### src/rtl/spi_pkg.sv
// Shared definitions for the spi_m SPI master: FSM state encoding and default sizing.
package spi_pkg;

    localparam int DEF_DATA_W  = 8;
    localparam int DEF_CLK_DIV = 1;

    typedef enum logic [2:0] {
        IDLE,
        SETUP,
        SCK_HI,
        SCK_LO,
        DONE
    } state_e;

endpackage

### src/rtl/spi_m_if.sv
// Controller handshake and SPI pin bundle for spi_m.
// The master modport is the spi_m side; the slave modport is the controller/pin side.
interface spi_m_if
    import spi_pkg::*;
#(
    parameter int DATA_W = DEF_DATA_W
);

    logic              start;
    logic [DATA_W-1:0] din;
    logic              miso;
    logic              sclk;
    logic              mosi;
    logic              cs_n;
    logic [DATA_W-1:0] dout;
    logic              busy;
    logic              done;

    modport master (
        input  start, din, miso,
        output sclk, mosi, cs_n, dout, busy, done
    );

    modport slave (
        output start, din, miso,
        input  sclk, mosi, cs_n, dout, busy, done
    );

endinterface

### src/rtl/spi_m_tick.sv
// Loadable down-counter that times one sclk half-period.
// half_done is high in the CLK_DIV-th enabled cycle after load.
module spi_m_tick
    import spi_pkg::*;
#(
    parameter int CLK_DIV = DEF_CLK_DIV
) (
    input  logic clk,
    input  logic rst,
    input  logic load,
    input  logic en,
    output logic half_done
);

    localparam int            CW     = $clog2(CLK_DIV) + 1;
    localparam logic [CW-1:0] RELOAD = CW'(CLK_DIV - 1);

    logic [CW-1:0] cnt_q;
    logic [CW-1:0] cnt_d;

    always_comb begin
        cnt_d = cnt_q;
        if (load) begin
            cnt_d = RELOAD;
        end else if (en && (cnt_q != '0)) begin
            cnt_d = cnt_q - 1'b1;
        end
    end

    always_ff @(posedge clk or negedge rst) begin
        if (!rst) begin
            cnt_q <= '0;
        end else begin
            cnt_q <= cnt_d;
        end
    end

    assign half_done = en && (cnt_q == '0);

endmodule

### src/rtl/spi_m.sv
// SPI mode-0 master: one DATA_W-bit full-duplex word per start, LSB-first by default.
// Define SPI_M_MSB_FIRST_EN for MSB-first order; timing is identical in both builds.
module spi_m
    import spi_pkg::*;
#(
    parameter int DATA_W  = DEF_DATA_W,
    parameter int CLK_DIV = DEF_CLK_DIV
) (
    input logic     clk,
    input logic     rst,
    spi_m_if.master bus
);

    localparam int            BW       = $clog2(DATA_W) + 1;
    localparam logic [BW-1:0] LAST_BIT = BW'(DATA_W - 1);
    localparam logic [BW-1:0] ALL_BITS = BW'(DATA_W);

    state_e            state_q, state_d;
    logic              sclk_q, sclk_d;
    logic              cs_n_q, cs_n_d;
    logic              busy_q, busy_d;
    logic              done_q, done_d;
    logic [BW-1:0]     bit_cnt_q, bit_cnt_d;
    logic [DATA_W-1:0] shift_out_q, shift_out_d;
    logic [DATA_W-1:0] shift_in_q, shift_in_d;
    logic [DATA_W-1:0] dout_q, dout_d;

    logic              tick_load;
    logic              tick_en;
    logic              half_done;
    logic [DATA_W-1:0] captured;
    logic [DATA_W-1:0] shifted;
    logic              mosi_bit;

    // mosi is the outgoing end of shift_out, so clearing shift_out parks mosi at 0.
`ifdef SPI_M_MSB_FIRST_EN
    assign captured = {shift_in_q[DATA_W-2:0], bus.miso};
    assign shifted  = {shift_out_q[DATA_W-2:0], 1'b0};
    assign mosi_bit = shift_out_q[DATA_W-1];
`else
    assign captured = {bus.miso, shift_in_q[DATA_W-1:1]};
    assign shifted  = {1'b0, shift_out_q[DATA_W-1:1]};
    assign mosi_bit = shift_out_q[0];
`endif

    assign tick_en = (state_q != IDLE) && (state_q != DONE);

    spi_m_tick #(
        .CLK_DIV(CLK_DIV)
    ) u_tick (
        .clk      (clk),
        .rst      (rst),
        .load     (tick_load),
        .en       (tick_en),
        .half_done(half_done)
    );

    always_comb begin
        state_d     = state_q;
        sclk_d      = sclk_q;
        cs_n_d      = cs_n_q;
        busy_d      = busy_q;
        done_d      = 1'b0;
        bit_cnt_d   = bit_cnt_q;
        shift_out_d = shift_out_q;
        shift_in_d  = shift_in_q;
        dout_d      = dout_q;
        tick_load   = 1'b0;

        case (state_q)
            IDLE: begin
                if (bus.start) begin
                    tick_load   = 1'b1;
                    shift_out_d = bus.din;
                    shift_in_d  = '0;
                    bit_cnt_d   = '0;
                    cs_n_d      = 1'b0;
                    busy_d      = 1'b1;
                    state_d     = SETUP;
                end
            end
            SETUP: begin
                if (half_done) begin
                    tick_load  = 1'b1;
                    sclk_d     = 1'b1;
                    shift_in_d = captured;
                    state_d    = SCK_HI;
                end
            end
            SCK_HI: begin
                if (half_done) begin
                    tick_load = 1'b1;
                    sclk_d    = 1'b0;
                    bit_cnt_d = bit_cnt_q + 1'b1;
                    if (bit_cnt_q != LAST_BIT) begin
                        shift_out_d = shifted;
                    end
                    state_d = SCK_LO;
                end
            end
            SCK_LO: begin
                // After the last bit this low phase is the cs_n hold time before DONE.
                if (half_done) begin
                    if (bit_cnt_q == ALL_BITS) begin
                        done_d  = 1'b1;
                        dout_d  = shift_in_q;
                        state_d = DONE;
                    end else begin
                        tick_load  = 1'b1;
                        sclk_d     = 1'b1;
                        shift_in_d = captured;
                        state_d    = SCK_HI;
                    end
                end
            end
            DONE: begin
                cs_n_d      = 1'b1;
                shift_out_d = '0;
                busy_d      = 1'b0;
                state_d     = IDLE;
            end
            default: begin
                state_d = IDLE;
            end
        endcase
    end

    always_ff @(posedge clk or negedge rst) begin
        if (!rst) begin
            state_q     <= IDLE;
            sclk_q      <= 1'b0;
            cs_n_q      <= 1'b1;
            busy_q      <= 1'b0;
            done_q      <= 1'b0;
            bit_cnt_q   <= '0;
            shift_out_q <= '0;
            shift_in_q  <= '0;
            dout_q      <= '0;
        end else begin
            state_q     <= state_d;
            sclk_q      <= sclk_d;
            cs_n_q      <= cs_n_d;
            busy_q      <= busy_d;
            done_q      <= done_d;
            bit_cnt_q   <= bit_cnt_d;
            shift_out_q <= shift_out_d;
            shift_in_q  <= shift_in_d;
            dout_q      <= dout_d;
        end
    end

    assign bus.sclk = sclk_q;
    assign bus.mosi = mosi_bit;
    assign bus.cs_n = cs_n_q;
    assign bus.dout = dout_q;
    assign bus.busy = busy_q;
    assign bus.done = done_q;

endmodule

### src/flat_wrapper.sv
// flat-port wrapper written by rule: the top's interface ports become plain ports
module spi_m_flat import spi_pkg::*;
#(
    parameter int DATA_W  = DEF_DATA_W,
    parameter int CLK_DIV = DEF_CLK_DIV
)
  (clk, rst, bus_start, bus_din, bus_miso, bus_sclk, bus_mosi, bus_cs_n, bus_dout, bus_busy, bus_done);
  spi_m_if #(.DATA_W(DATA_W)) bus_i ();
  input logic clk;
  input logic rst;
  input wire logic [$bits(bus_i.start)-1:0] bus_start;
  input wire logic [$bits(bus_i.din)-1:0] bus_din;
  input wire logic [$bits(bus_i.miso)-1:0] bus_miso;
  output wire logic [$bits(bus_i.sclk)-1:0] bus_sclk;
  output wire logic [$bits(bus_i.mosi)-1:0] bus_mosi;
  output wire logic [$bits(bus_i.cs_n)-1:0] bus_cs_n;
  output wire logic [$bits(bus_i.dout)-1:0] bus_dout;
  output wire logic [$bits(bus_i.busy)-1:0] bus_busy;
  output wire logic [$bits(bus_i.done)-1:0] bus_done;
  assign bus_i.start = bus_start;
  assign bus_i.din = bus_din;
  assign bus_i.miso = bus_miso;
  assign bus_sclk = bus_i.sclk;
  assign bus_mosi = bus_i.mosi;
  assign bus_cs_n = bus_i.cs_n;
  assign bus_dout = bus_i.dout;
  assign bus_busy = bus_i.busy;
  assign bus_done = bus_i.done;
  spi_m #(.DATA_W(DATA_W), .CLK_DIV(CLK_DIV)) u_core (.clk(clk), .rst(rst), .bus(bus_i));
endmodule
### config.mk
export PLATFORM = sky130hd
export DESIGN_NAME = spi_m_flat
export DESIGN_NICKNAME = d
export VERILOG_FILES = /design/src/rtl/spi_pkg.sv /design/src/rtl/spi_m_if.sv /design/src/rtl/spi_m_tick.sv /design/src/rtl/spi_m.sv /design/src/flat_wrapper.sv
export SDC_FILE = /design/constraint.sdc
export NUM_CORES = 1
export LEC_CHECK = 0
export ABC_CLOCK_PERIOD_IN_PS = 2520
export BUFFER_PORTS_ARGS = -buffer_cell sky130_fd_sc_hd__buf_4
export CAP_MARGIN = 20
export CORE_MARGIN = 10
export CORE_UTILIZATION = 56
export CTS_CLUSTER_DIAMETER = 150
export CTS_CLUSTER_SIZE = 20
export DETAILED_ROUTE_END_ITERATION = 10
export HOLD_SLACK_MARGIN = 0.12
export PLACE_DENSITY = 0.78
export SLEW_MARGIN = 20
export SYNTH_ARGS = -nofsm -noshare
export SYNTH_HDL_FRONTEND = slang
export SYNTH_HIERARCHICAL = 1
export SYNTH_SLANG_ARGS = --single-unit
### constraint.sdc
create_clock -name clk -period 2.52 [get_ports clk]
set_input_delay 0.378 -clock clk [delete_from_list [all_inputs] [get_ports clk]]
set_output_delay 0.378 -clock clk [all_outputs]
set_load 0.005 [all_outputs]
==> results of run 1 <==
## metrics by stage
| stage | hold WS, ns | cells | worst slack [ns] | utilization |
|---|---|---|---|---|
| after floorplan | 0.0824 | 191 | 0.397 | - |
| after global routing | 0.280 | 261 | 0.225 | 0.674 |
| final | 0.293 | 261 | 0.333 | 0.674 |
| after CTS | 0.290 | 260 | 0.350 | 0.672 |
| after detailed placement | 0.360 | 251 | 0.360 | 0.650 |
| after global placement | 0.353 | 251 | 0.477 | 0.650 |
## layout make-up
class | count | share of cell area
inverters | 8 | 0.0145
well taps | 44 | 0.0265
clock buffers | 8 | 0.0283
multi-input cells | 137 | 0.394
repair buffers | 28 | 0.102
flip-flops and latches | 36 | 0.435
## sequential cells by signal (all words and copies together) (netlist names)
register             count
u_core/bus.dout          8
u_core/bus.busy          1
u_core/shift_out_q       8
u_core/shift_in_q        8
u_core/u_tick/cnt_q      1
u_core/bus.sclk          1
u_core/state_q           3
u_core/bus.cs_n          1
u_core/bus.done          1
u_core/bit_cnt_q         4
## report_power, final
group	switching, mW	total (mW)	internal [mW]
Clock	0.183	0.321	0.138
Combinational	0.659	1.22	0.557
Sequential	0.155	0.958	0.802
Total	0.997	2.49	1.50
## logic make-up after synthesis
logic type | synth area share
compound gates | 0.194
xor+xnor | 0.00968
flops | 0.499
mux | 0.0166
simple gates | 0.218
fa+ha+maj | 0.0138
buf+inv | 0.0498
## worst max path at each step
stage / startpoint / to / cells after the start
final: u_core/state_q[0] / u_core/shift_out_q[7] / 6
after global placement: u_core/state_q[0] / u_core/shift_out_q[7] / 6
after CTS: u_core/state_q[0] / u_core/shift_out_q[7] / 6
after floorplan: u_core/state_q[0] / u_core/shift_out_q[3] / 9
after global routing: u_core/state_q[0] / u_core/shift_out_q[7] / 6
after detailed placement: u_core/state_q[0] / u_core/shift_out_q[7] / 6
## per-layer routing
| layer | GRT usage | share of wire |
|---|---|---|
| met1 | 0.182 | 0.44 |
| met2 | 0.214 | 0.48 |
| met3 | 0.0490 | 0.064 |
| met4 | 0.0558 | 0.015 |
| met5 | 0 | 0 |
## worst max-delay path, cell delays in order (launching register included)
cell	delay [ns]
dfrtp_1	0.40
or2_2	0.36
and2b_2	0.32
mux2i_1	0.44
o32ai_4	0.27
o211ai_1	0.16
o21ai_0	0.11
## cell usage in the layout (no fill, tap or decap), drive strengths merged, types with 6 or more instances in the layout
| cell type | count |
|---|---|
| a21oi | 10 |
| a22o | 8 |
| a22oi | 7 |
| buf | 27 |
| clkbuf | 8 |
| dfrtp | 35 |
| inv | 6 |
| nand2 | 46 |
| nand3 | 11 |
| nor2 | 11 |
| o211ai | 10 |
==> flow_summary.json, run 1 <==
{
  "status": "finished clean",
  "min_period_ns": 2.19,
  "antennaDiodeCount": 0,
  "fin_nets": 230,
  "grt_max_degree": 37,
  "worstSetupPathType": "register to register",
  "clockRootBuffer": "clkbuf_4",
  "grt_first_pass_wirelength_um": 6980,
  "initial_utilization": 0.588,
  "worst_pin_slew_ns": 0.643,
  "hp-class": "input pin to register",
  "yosys.cell_count.top_type": "nand2_1",
  "grt-ovfl-total": 0,
  "via_count": 1465,
  "cp-start-kind": "register",
  "hold_viol_final": 0,
  "numPortBuffers": 24,
  "skew_ns": 0.0122,
  "total_power_mw": 2.49,
  "reg2regPathDepth": 6,
  "area_delta_synth_final_pct": 14.7,
  "hold_end": "u_core/shift_out_q[7]",
  "syn-mean-instance-area_um2": 9.47,
  "netlist_instances": 191,
  "grt_pass1_vias": 1433,
  "clock-sinks": 36,
  "multi_input_comb_area_um2": 817,
  "synth_top_area_cell": "dfrtp_1",
  "async_reset_ff_frac": 1.00,
  "core_region_area_um2": 3080,
  "reg2reg_to": "u_core/shift_out_q[7]",
  "synth-seq-cells": 36,
  "clk_path_buf_depth": 2,
  "synth_edf_count": 0,
  "synth_common_cells": "46 x nand2_1, 35 x dfrtp_1, 11 x nor2_1",
  "hold_path_depth": 3,
  "ctsHoldBuffers": 1,
  "r2r_start": "u_core/state_q[0]",
  "fin_area_um2": 2080,
  "arrival_ns": 2.40,
  "synth.area.top_cells": "dfrtp_1 48%, nand2_1 9.5%, o211ai_1 4.1%",
  "hold_start": "bus_din[7]",
  "seq_area_um2": 902,
  "placed_area_um2": 2000,
  "max_freq_ghz": 0.457,
  "max_cap_viol_count": 0,
  "ys_types": 39,
  "fillCellCount": 248,
  "drc_errors": 0,
  "first_iter_violations": 179,
  "synth_area_um2": 1810,
  "setup_viol": 0,
  "row_count": 20,
  "cp_max_fo": 17,
  "cts_tree": "yes",
  "fin_crit_sh": 0.868,
  "setup_tns_ns": 0,
  "first_pass_iters": 4,
  "io_pins": 25,
  "wl_per_cell_um": 15.3,
  "dieArea_um2": 5900,
  "viasPerCell": 5.61,
  "p_leak_nw": 0.976,
  "die_y_um": 76.8,
  "cts_buffers": 5,
  "cts_resized": 0,
  "reg2reg_slack_ns": 0.33,
  "slew_headroom": 0.570,
  "htreeDepth": 2,
  "post_cts_buffers": 0,
  "cp-end-kind": "register",
  "power.density_nw_per_um2": 1200,
  "globalplace.congestion": 0.847,
  "track_usage": 0.142,
  "worstPathRequired_ns": 2.73,
  "routed_wl_um": 4000,
  "synth_flop_cell": "dfrtp_1",
  "grt_setup_unrepaired": "false",
  "netlist.area_leader.share": 0.484,
  "antenna_left": 0,
  "cts.reportedPaths.clkPinSlew_ns": 0.11,
  "dpl.hpwl_um": 2830,
  "ir_drop_mv": 0.626,
  "drive_above_1_share": 0.212,
  "synthesis.nets": 205,
  "yosysSeqAreaShare": 0.499,
  "antenna_found_initial": 0,
  "drv_slew": 0,
  "die-width_um": 76.8,
  "yosysWarnings": 6,
  "clk_latency_ns": 0.35
}
Power figures use the tool's default switching activity.
==> inputs of run 2 (changes only) <==
--- a/config.mk
+++ b/config.mk
@@ -5,18 +5,18 @@
 export SDC_FILE = /design/constraint.sdc
 export NUM_CORES = 1
 export LEC_CHECK = 0
-export ABC_CLOCK_PERIOD_IN_PS = 2520
+export ABC_CLOCK_PERIOD_IN_PS = 1900
 export BUFFER_PORTS_ARGS = -buffer_cell sky130_fd_sc_hd__buf_4
 export CAP_MARGIN = 20
+export CORE_ASPECT_RATIO = 0.75
 export CORE_MARGIN = 10
-export CORE_UTILIZATION = 56
+export CORE_UTILIZATION = 50
 export CTS_CLUSTER_DIAMETER = 150
 export CTS_CLUSTER_SIZE = 20
 export DETAILED_ROUTE_END_ITERATION = 10
 export HOLD_SLACK_MARGIN = 0.12
-export PLACE_DENSITY = 0.78
+export PLACE_DENSITY = 0.74
 export SLEW_MARGIN = 20
 export SYNTH_ARGS = -nofsm -noshare
 export SYNTH_HDL_FRONTEND = slang
-export SYNTH_HIERARCHICAL = 1
 export SYNTH_SLANG_ARGS = --single-unit
==> constraint.sdc (replaced) <==
create_clock -name clk -period 1.9 [get_ports clk]
set_input_delay 0.285 -clock clk [delete_from_list [all_inputs] [get_ports clk]]
set_output_delay 0.285 -clock clk [all_outputs]
set_load 0.005 [all_outputs]
==> run 2 against run 1 <==
Against the previous run:
- critical path depth fell by 2
- clock power increased by 66%
- fmax grew 23%
- area after synthesis decreased by 2.4%
- total power up 42%
- synthesized cell count fell by 20%
- via count shrank 12%
- wire length fell by 4.6%
- clock skew fell by 0.0010 ns
- clock-buffer cell count fell by 3
- design area increased by 0.30%
- sequential cell count did not move
- largest cell class unchanged
- largest power group unchanged
==> flow_summary.json, run 2 <==
{
  "use_met1": 0.178,
  "io_pins": 25,
  "wl_per_cell_um": 17.0,
  "clk_latency_ns": 0.29,
  "initial_utilization": 0.530,
  "post_cts_buffers": 0,
  "area_delta_synth_final_pct": 17.9,
  "synth.area.top_cells": "dfrtp_1 50%, a22o_1 10%, mux2_2 8.3%",
  "grt-ovfl-total": 0,
  "grt_first_pass_wirelength_um": 6420,
  "grt_setup_unrepaired": "false",
  "worstPathRequired_ns": 2.07,
  "drv_slew": 0,
  "worst_slack_ns": 0.129,
  "seq_area_um2": 902,
  "row_count": 18,
  "max_freq_ghz": 0.565,
  "max_cap_viol_count": 0,
  "viasPerCell": 5.78,
  "fin_nets": 197,
  "drive_above_1_share": 0.321,
  "drc_errors": 0,
  "cts_tree": "yes",
  "synthesis.nets": 167,
  "ir_drop_mv": 0.841,
  "slew_headroom": 0.642,
  "cts.reportedPaths.clkPinSlew_ns": 0.08,
  "skew_ns": 0.0112,
  "min_period_ns": 1.77,
  "via_count": 1294,
  "worst_pin_slew_ns": 0.537,
  "setup_viol": 0,
  "fillCellCount": 267,
  "ys_types": 39,
  "netlist_instances": 153,
  "clk_path_buf_depth": 2,
  "arrival_ns": 1.94,
  "status": "finished clean",
  "globalplace.congestion": 0.812,
  "netlist.area_leader.share": 0.496,
  "cp_max_fo": 12,
  "cp-end-kind": "register",
  "hp-class": "input pin to register",
  "syn-mean-instance-area_um2": 11.5,
  "dieArea_um2": 6330,
  "clockRootBuffer": "clkbuf_8",
  "grt_busiest_layer": "met1",
  "core_region_area_um2": 3330,
  "die_y_um": 71.5,
  "yosys.cell_count.top_type": "dfrtp_1",
  "first_pass_iters": 4,
  "grt_util_met3": 0.0475,
  "antennaDiodeCount": 0,
  "synth_flop_cell": "dfrtp_1",
  "power.density_nw_per_um2": 1700,
  "hold_path_depth": 2,
  "synth_common_cells": "35 x dfrtp_1, 21 x a22o_1, 15 x nand2_1",
  "grt_max_degree": 37,
  "cp-start-kind": "register",
  "antenna_found_initial": 0,
  "yosysWarnings": 0,
  "dpl.hpwl_um": 2710,
  "first_iter_violations": 144,
  "dp_slack_ns": 0.155,
  "routed_wl_um": 3820,
  "yosysSeqAreaShare": 0.511,
  "numPortBuffers": 24,
  "final_cell_mix": "35 x dfrtp_1, 30 x buf_4, 21 x a22o_1",
  "setup_tns_ns": 0,
  "p_leak_nw": 0.960,
  "grt_pass1_vias": 1284,
  "synth_area_um2": 1770,
  "multi_input_comb_area_um2": 785,
  "clock-sinks": 36,
  "final_common_cell": "dfrtp_1",
  "die-width_um": 88.6,
  "fin_crit_sh": 0.932,
  "hold_viol_final": 0,
  "met2_usage": 0.176,
  "track_usage": 0.130,
  "synth-seq-cells": 36,
  "synth_top_area_cell": "dfrtp_1",
  "reg2regPathDepth": 4,
  "cts_buffers": 5,
  "async_reset_ff_frac": 1.00,
  "synth_edf_count": 0,
  "htreeDepth": 2,
  "antenna_left": 0,
  "worstSetupPathType": "register to register",
  "postLayoutCoreUtil": 0.625
}
-- run 2: layout make-up --
| cell class | instances | area share |
|---|---|---|
| sequential | 36 | 0.433 |
| multi-input combinational | 103 | 0.377 |
| inverter | 6 | 0.0108 |
| tap | 40 | 0.0240 |
| clock inverter | 3 | 0.00901 |
| timing repair buffer | 31 | 0.113 |
| clock buffer | 5 | 0.0331 |
-- run 2: stage by stage --
stage	hold WS [ns]	instances	area, um2	total power, mW
2_1_floorplan	-0.0106	153	1770	2.52
3_3_place_gp	0.261	215	1980	2.94
3_5_place_dp	0.265	215	1980	3.00
4_1_cts	0.216	224	2080	3.56
5_1_grt	0.225	224	2080	3.81
6_report	0.226	224	2080	3.53
-- run 2: cells by family after synthesis --
| kind of cell | count (synthesis) | synth area share |
|---|---|---|
| AOI/OAI and AO/OA | 43 | 0.181 |
| and+or+nand+nor | 40 | 0.135 |
| adders and majority gates | 2 | 0.0142 |
| DFF | 36 | 0.511 |
| muxes | 16 | 0.103 |
| xor gates and xnor gates | 2 | 0.00992 |
| buffers and inverters | 14 | 0.0446 |
-- run 2: repair_timing --
item,4_1_cts,5_1_grt
gates resized for setup,0,0
endpoints found under the hold margin,35,0
hold buffers,1,0
endpoints found under the setup margin,0,0
-- run 2: path summary, 6_finish.rpt --
path | start | endpoint | slack, ns
max | u_core.state_q[1] | u_core.shift_out_q[2] | 0.13
max reg2reg | u_core.state_q[1] | u_core.shift_out_q[2] | 0.13
min | bus_start | u_core.bit_cnt_q[3] | 0.23
min in group asynchronous | rst | u_core.state_q[2] | 0.49
min reg2reg | u_core.bus.dout[2] | u_core.bus.dout[2] | 0.50
max in group asynchronous | rst | u_core.bus.cs_n | 1.06
-- run 2: critical path: stages, from the launching register on --
cell and delay, ns:
dfrtp_1 0.51, nor2_1 0.18, nand3b_2 0.18, o21a_1 0.39, mux2_2 0.39
-- run 2: power breakdown --
part           switching [mW]  internal, mW
registers               0.290          1.12
logic                   0.724         0.865
clock network           0.279         0.255
total                    1.29          2.24
-- run 2: per-layer routing --
metal | wire (um) | part of all wire
met2 | 1630 | 0.43
met3 | 313 | 0.082
met1 | 1820 | 0.48
met5 | 0 | 0
met4 | 58 | 0.015
